$ cat src/rtl/nmr_acq_pkg.sv
// Shared definitions for the NMR acquisition capture path: one-hot FSM states
// and the layout of a FIFO word, packed as {eop, sop, data}.
package nmr_acq_pkg;

   typedef enum logic [3:0] {
      IDLE    = 4'b0001,
      ARMED   = 4'b0010,
      CAPTURE = 4'b0100,
      FLUSH   = 4'b1000
   } state_t;

   // Flag bit positions, counted upward from the top of the data field
   localparam int SOP_OFS = 0;
   localparam int EOP_OFS = 1;
   localparam int FLAG_W  = 2;

endpackage

$ cat src/rtl/nmr_sync_fifo.sv
// Single-clock show-ahead FIFO; the head word reads as zero while empty so
// downstream outputs settle to zero without resetting the storage array.
module nmr_sync_fifo #(
   parameter int WIDTH   = 17,
   parameter int FIFO_AW = 4
) (
   input  logic             clk,
   input  logic             rst_n,
   input  logic             wr_en,
   input  logic [WIDTH-1:0] wr_data,
   input  logic             rd_en,
   output logic [WIDTH-1:0] rd_data,
   output logic             full,
   output logic             empty
);

   logic [WIDTH-1:0] mem [2**FIFO_AW];
   logic [FIFO_AW:0] wr_ptr;
   logic [FIFO_AW:0] rd_ptr;
   logic             do_wr;
   logic             do_rd;

   assign full  = (wr_ptr[FIFO_AW] != rd_ptr[FIFO_AW]) &&
                  (wr_ptr[FIFO_AW-1:0] == rd_ptr[FIFO_AW-1:0]);
   assign empty = (wr_ptr == rd_ptr);
   assign do_wr = wr_en & ~full;
   assign do_rd = rd_en & ~empty;

   always_ff @(posedge clk or negedge rst_n) begin
      if (!rst_n) begin
         wr_ptr <= '0;
         rd_ptr <= '0;
      end else begin
         if (do_wr) wr_ptr <= wr_ptr + 1'b1;
         if (do_rd) rd_ptr <= rd_ptr + 1'b1;
      end
   end

   always_ff @(posedge clk) begin
      if (do_wr) mem[wr_ptr[FIFO_AW-1:0]] <= wr_data;
   end

   assign rd_data = empty ? '0 : mem[rd_ptr[FIFO_AW-1:0]];

endmodule

$ cat src/rtl/nmr_acq_capture.sv
// Captures ADC samples inside the acquisition window, applies phase-cycle
// polarity, frames them per echo and streams them out through a FIFO.
module nmr_acq_capture
   import nmr_acq_pkg::*;
#(
   parameter int ADC_WIDTH      = 14,
   parameter int FIFO_AW        = 4,
   parameter int ECHO_CNT_WIDTH = 32
) (
   input  logic                      CLK,
   input  logic                      RESET_n,
   input  logic                      FSMSTAT,
   input  logic                      ACQ_WND,
   input  logic                      ADC_CLK,
   input  logic                      PHASE_CYC,
   input  logic [ADC_WIDTH-1:0]      ADC_DATA,
   output logic [ADC_WIDTH:0]        OUT_DATA,
   output logic                      OUT_SOP,
   output logic                      OUT_EOP,
   output logic                      OUT_VALID,
   input  logic                      OUT_READY,
   output logic [ECHO_CNT_WIDTH-1:0] ECHO_IDX,
   output logic                      OVERFLOW,
   input  logic                      CLR_OVF,
   output logic                      BUSY
);

   localparam int OW = ADC_WIDTH + 1;
   localparam int WW = OW + FLAG_W;

   // One extra bit of headroom lets the most-negative code negate cleanly
   function automatic logic signed [OW-1:0] sign_correct(
      input logic signed [ADC_WIDTH-1:0] s,
      input logic                        p
   );
      logic signed [OW-1:0] ext;
      ext = {s[ADC_WIDTH-1], s};
      return p ? ext : -ext;
   endfunction

   state_t                    state;
   state_t                    state_nxt;
   logic                      adc_clk_q;
   logic                      acq_q;
   logic                      fsm_q;
   logic                      pol;
   logic                      stg_valid;
   logic                      stg_sop;
   logic                      first_pend;
   logic signed [OW-1:0]      stg_data;
   logic [ECHO_CNT_WIDTH-1:0] echo_idx;
   logic                      ovf;
   logic                      sample_ev;
   logic                      acq_fall;
   logic                      fsm_rise;
   logic                      capture;
   logic                      push;
   logic                      push_eop;
   logic [WW-1:0]             push_word;
   logic [WW-1:0]             head;
   logic                      full;
   logic                      empty;

   assign sample_ev = ADC_CLK & ~adc_clk_q & ACQ_WND;
   assign acq_fall  = acq_q & ~ACQ_WND;
   assign fsm_rise  = FSMSTAT & ~fsm_q;
   assign capture   = (state == CAPTURE) && sample_ev;
   assign push_word = {push_eop, stg_sop, stg_data};

   always_comb begin
      state_nxt = state;
      push      = 1'b0;
      push_eop  = 1'b0;
      unique case (state)
         IDLE: begin
            if (fsm_rise) state_nxt = ARMED;
         end
         ARMED: begin
            if (!FSMSTAT)     state_nxt = IDLE;
            else if (ACQ_WND) state_nxt = CAPTURE;
         end
         CAPTURE: begin
            if (acq_fall)                    state_nxt = FLUSH;
            else if (sample_ev && stg_valid) push      = 1'b1;
         end
         FLUSH: begin
            push      = stg_valid;
            push_eop  = 1'b1;
            state_nxt = ARMED;
         end
         default: state_nxt = IDLE;
      endcase
   end

   always_ff @(posedge CLK or negedge RESET_n) begin
      if (!RESET_n) begin
         state      <= IDLE;
         adc_clk_q  <= 1'b0;
         acq_q      <= 1'b0;
         fsm_q      <= 1'b0;
         pol        <= 1'b1;
         stg_valid  <= 1'b0;
         stg_sop    <= 1'b0;
         first_pend <= 1'b0;
         echo_idx   <= '0;
         ovf        <= 1'b0;
      end else begin
         state     <= state_nxt;
         adc_clk_q <= ADC_CLK;
         acq_q     <= ACQ_WND;
         fsm_q     <= FSMSTAT;
         if (state == IDLE && fsm_rise) begin
            pol      <= PHASE_CYC;
            echo_idx <= '0;
         end
         if (state == ARMED) first_pend <= 1'b1;
         if (capture) begin
            stg_valid  <= 1'b1;
            stg_sop    <= first_pend;
            first_pend <= 1'b0;
         end
         // A dropped eop word still closes its echo
         if (state == FLUSH) begin
            stg_valid <= 1'b0;
            if (stg_valid) echo_idx <= echo_idx + 1'b1;
         end
         if (push && full) ovf <= 1'b1;
         else if (CLR_OVF) ovf <= 1'b0;
      end
   end

   always_ff @(posedge CLK) begin
      if (capture) stg_data <= sign_correct(ADC_DATA, pol);
   end

   nmr_sync_fifo #(
      .WIDTH   (WW),
      .FIFO_AW (FIFO_AW)
   ) u_fifo (
      .clk     (CLK),
      .rst_n   (RESET_n),
      .wr_en   (push),
      .wr_data (push_word),
      .rd_en   (OUT_READY),
      .rd_data (head),
      .full    (full),
      .empty   (empty)
   );

   assign OUT_DATA  = head[OW-1:0];
   assign OUT_SOP   = head[OW+SOP_OFS];
   assign OUT_EOP   = head[OW+EOP_OFS];
   assign OUT_VALID = ~empty;
   assign ECHO_IDX  = echo_idx;
   assign OVERFLOW  = ovf;
   assign BUSY      = (state != IDLE);

endmodule

$ cat config.mk
export PLATFORM = sky130hd
export DESIGN_NAME = nmr_acq_capture
export DESIGN_NICKNAME = d
export VERILOG_FILES = /design/src/rtl/nmr_acq_pkg.sv /design/src/rtl/nmr_sync_fifo.sv /design/src/rtl/nmr_acq_capture.sv
export SDC_FILE = /design/constraint.sdc
export NUM_CORES = 1
export LEC_CHECK = 0
export ABC_AREA = 1
export CAP_MARGIN = 40
export CORE_MARGIN = 10
export CORE_UTILIZATION = 45
export CTS_CLUSTER_DIAMETER = 80
export DETAILED_ROUTE_END_ITERATION = 10
export PLACE_DENSITY = 0.61
export RECOVER_POWER = 100
export SYNTH_ARGS = -nofsm -noshare
export SYNTH_HDL_FRONTEND = slang
export SYNTH_SLANG_ARGS = --single-unit
$ cat constraint.sdc
create_clock -name CLK -period 3.6 [get_ports CLK]
set_input_delay 0.72 -clock CLK [delete_from_list [all_inputs] [get_ports CLK]]
set_output_delay 0.72 -clock CLK [all_outputs]
set_load 0.005 [all_outputs]
==> metrics.md <==
| Metric | Value |
|---|---|
| DRC violations left | `0` |
| Total power draw | `approximately 0.012 W` |
| Layout Nets | `between 1500 and 2000` |
| Startpoint types | `flip-flop` |
| Rel. slew slack | `-5.56%` |
| Die W | `slightly above 200 um` |
| Routability congestion estimate from global placement | `roughly 0.9` |
| Maximum root-to-sink buffer count | `3` |
| HP Class | `reg2reg` |
| Layout cells sized above 1 | `6.48%` |
| Initial core utilization | `between 40 and 50%` |
| RR Startpoint | `u_fifo.rd_ptr[2]$_DFFE_PN0P_` |
| Slew Viols, Final | `44` |
| Synth cell count leaders | `nand2_1 (299), edfxtp_1 (287), nor2_1 (272)` |
| 1st-pass router iterations | `5` |
| Crit. Startpoint | `u_fifo.rd_ptr[0]$_DFFE_PN0P_` |
| Crit path arrival time | `around 2.9 ns` |
| CP Class | `reg2out` |
| Syn Inst Count | `roughly 1500` |
| GRT Total Usage | `~18%` |
| FFs w/ async S/R, synth | `15.8%` |
| Worst Clk Skew | `0.0195 ns` |
| Post-detail-place hpwl | `between 20 and 25 mm` |
| Max Cap Viol | `3` |
| Std-Cell Core Area | `between 30000 and 40000 um2` |
| Initial antenna violation count | `0` |
| Clock Pin Slew Worst Setup and Hold Paths | `approximately 0.06 ns` |
| Prevailing post-synth register cell | `edfxtp_1` |
| Worst reg2reg endpoint | `u_fifo.mem[5][8]$_DFFE_PP_` |
| Cell Rows | `between 60 and 70` |
| Crit path capture type | `output pin` |
| Clk Latency, worst-skew pair | `~0.52 ns` |
| Flop pwr share | `37.1%` |
| Worst-path cell chain | `buf_12 > nor2_1 > nor2_1 > o21ai_0 > nand3_1 > nand3_1 > a21oi_1 > clkdlybuf4s50_1` |
| Drt via density | `between 5 and 6` |
| Setup bufs post-CTS | `0` |
| Worst endpoint required time | `roughly 2.9 ns` |
| Number of synthesized flops with an enable pin | `about 290` |
| Post-route ant nets | `0` |
| DRT Wirelength | `38.1 mm` |
| Grt ovf | `0` |
| Register area share after synthesis | `about two thirds` |
| Final setup vio count | `0` |
| FF+latch area | `9980 um2` |
| Leakage Power | `~6.7 nW` |
| Iter 0 DRT Violations | `831` |
| Buffers added on ports | `73` |
| Most frequent cell after synthesis | `nand2_1` |
| Drt wl/cell | `18.9 um` |
| Layout area overhead | `16.9%` |
| Critical path peak fanout | `91` |
| Violated checks | `capacitance limit, slew limit` |
| I/O pin cnt | `74` |
| Seq cells post-synth | `341` |
| Fill cell count | `slightly below 3000` |
| CTS tree | `built` |
| Internal | `just over 0.008 W` |
| Final worst slack | `roughly 0.033 ns` |
| Worst IR Drop VDD | `between 400 and 500 uV` |
| Post-synth top area share | `a little under three fifths` |
| Vias in the first global route | `between 10000 and 15000` |
| Mapped Area | `about 15000 um2` |
| Worst reg2reg setup slack | `approximately 0.39 ns` |
| Synth cell types | `between 40 and 50` |
| Switching share of total power | `between 30% and 40%` |
| Psw | `0.00394 W` |
| First-pass GRT wire length | `59.5 mm` |
| Cts hold-fix bufs | `0` |
| Worst slew pin tran | `approximately 1.6 ns` |
| YS warnings | `0` |
| Power per Cell Area | `about 690 nW/um2` |
| Final hold vios | `0` |
| Synth Area per Inst | `slightly above 10 um2` |
| Maximum clock rate | `roughly 280 MHz` |
| Num CTS Buffers | `38` |
| Minimum clock period | `between 3 and 4 ns` |
| Fin crit share | `slightly below 100%` |
| Post-synth top area cell | `edfxtp_1` |
| Vias | `10500` |
| Area of the multi-input gates | `~4300 um2` |
| Slowest CP cell | `clkdlybuf4s50_1` |
| DP Worst Slack | `slightly above 0.5 ns` |
| # diodes | `0` |
| Post-Syn Nets | `between 1000 and 1500` |
| Clk sinks | `between 300 and 400` |
| R2R depth | `7` |
| Clock share of power | `about a third` |
| Root Buffer | `clkbuf_16` |
| Critical Path Sink | `OUT_SOP` |
| Comb pwr share | `30.7%` |
| H-tree levels | `2` |
| RSZ-0062 raised after global routing | `true` |
| Die ar. | `between 40000 and 50000 um2` |
| Die Y | `about 200 um` |
| Critical path's largest stage delay | `around 0.58 ns` |
| Largest net degree at the start of global routing | `between 90 and 100` |
| Top cells by area, synth | `edfxtp_1 (57%), dfrtp_1 (8.7%), nand2_1 (7.5%)` |
| Status | `finished, violations left` |
[power groups by stage]
stage               clock (W)  combinational (W)  sequential, W
floorplan                   0            0.00228        0.00449
global placement            0            0.00362        0.00454
detailed placement          0            0.00367        0.00454
CTS                   0.00394            0.00370        0.00447
global route          0.00410            0.00412        0.00448
finish                0.00387            0.00370        0.00447
[worst max-delay path: cells and delay by family (launching register included)]
family / cells / cell delay (ns)
buffers and inverters: 2 / 0.96
DFF: 1 / 0.49
AOI/OAI and AO/OA: 2 / 0.40
and+or+nand+nor: 4 / 0.43
[layout make-up]
cell class / instances / area share [%]
well taps: 442 / 3.15
clock buffers: 48 / 5.93
inverters: 103 / 2.23
clock inverters: 20 / 1.18
flip-flops and latches: 341 / 56.9
multi-input cells: 946 / 24.4
repair buffers: 115 / 6.17
[sequential cells by signal, indices dropped and copies added, names as in the netlist, 4 cells and up]
| register | count |
|---|---|
| u_fifo.mem | 272 |
| ECHO_IDX | 32 |
| stg_data | 15 |
| u_fifo.rd_ptr | 5 |
| u_fifo.wr_ptr | 5 |
| state | 4 |
[cells by family after synthesis]
family                     share of synthesized area, %
DFF                                                66.5
buffers and inverters                              4.94
AOI/OAI and AO/OA                                  6.51
xor gates and xnor gates                           1.63
adders and majority gates                         0.584
and+or+nand+nor                                    19.8
[cell usage in the layout (no fill, tap or decap), types with 2 or more instances in the layout]
cell and instances:
clkinvlp_4 2, clkbuf_8 3, inv_1 95, nor2_1 273, o21ai_1 37, buf_4 9, clkbuf_16 40, nand2_1 300
nor2_4 2, a21oi_1 27, dfrtp_1 50, dlygate4sd3_1 38, nor2_2 4, nor3_1 20, o21ai_0 117, a31oi_1 2
or2_2 2, inv_2 3, nor3b_1 2, clkbuf_1 21, clkinv_1 10, nand4_1 11, ha_1 7, edfxtp_1 287
o21bai_1 2, clkbuf_2 10, bufinv_16 4, xnor2_1 6, xor2_1 22, nand3b_1 9, buf_12 6, nand3_1 92
o211ai_1 2, clkdlybuf4s50_1 34, clkinv_2 6
[layer usage]
layer  vias up  wire [um]  GRT usage [%]
met2       338      17400           28.6
li1       5073          -              -
met4         0        953           5.68
met3        60       2680           3.50
met5         -          0              0
met1      5018      17100           25.6
[per-stage QoR]
| stage | hold WS [ns] | area [um2] | instances | setup TNS, ns | utilization (%) |
|---|---|---|---|---|---|
| 2_1_floorplan | 0.424 | 15000 | 1453 | 0 | - |
| 3_3_place_gp | 0.489 | 16400 | 1946 | 0 | 50.1 |
| 3_5_place_dp | 0.502 | 16400 | 1946 | 0 | 50.1 |
| 4_1_cts | 0.230 | 17700 | 2014 | 0 | 54.0 |
| 5_1_grt | 0.557 | 17500 | 2015 | -0.322 | 53.6 |
| 6_report | 0.511 | 17500 | 2015 | 0 | 53.6 |
[how the worst min path moves through the flow]
stage / from / cells past startpoint / endpoint
after floorplan: RESET_n / 0 / ECHO_IDX[0]$_DFF_PN0_
after global placement: first_pend$_DFFE_PN0P_ / 2 / first_pend$_DFFE_PN0P_
after detailed placement: first_pend$_DFFE_PN0P_ / 2 / first_pend$_DFFE_PN0P_
after CTS: RESET_n / 1 / u_fifo.wr_ptr[2]$_DFFE_PN0P_
after global routing: first_pend$_DFFE_PN0P_ / 2 / first_pend$_DFFE_PN0P_
final: first_pend$_DFFE_PN0P_ / 2 / first_pend$_DFFE_PN0P_
[repair_timing]
| action | 4_1_cts | 5_1_grt |
|---|---|---|
| setup endpoints to repair | 3 | 11 |
| pin swaps | 0 | 0 |
| resized for setup | 2 | 3 |
| gates cloned | 0 | 1 |
No activity file was read; power rests on OpenSTA's default activity.
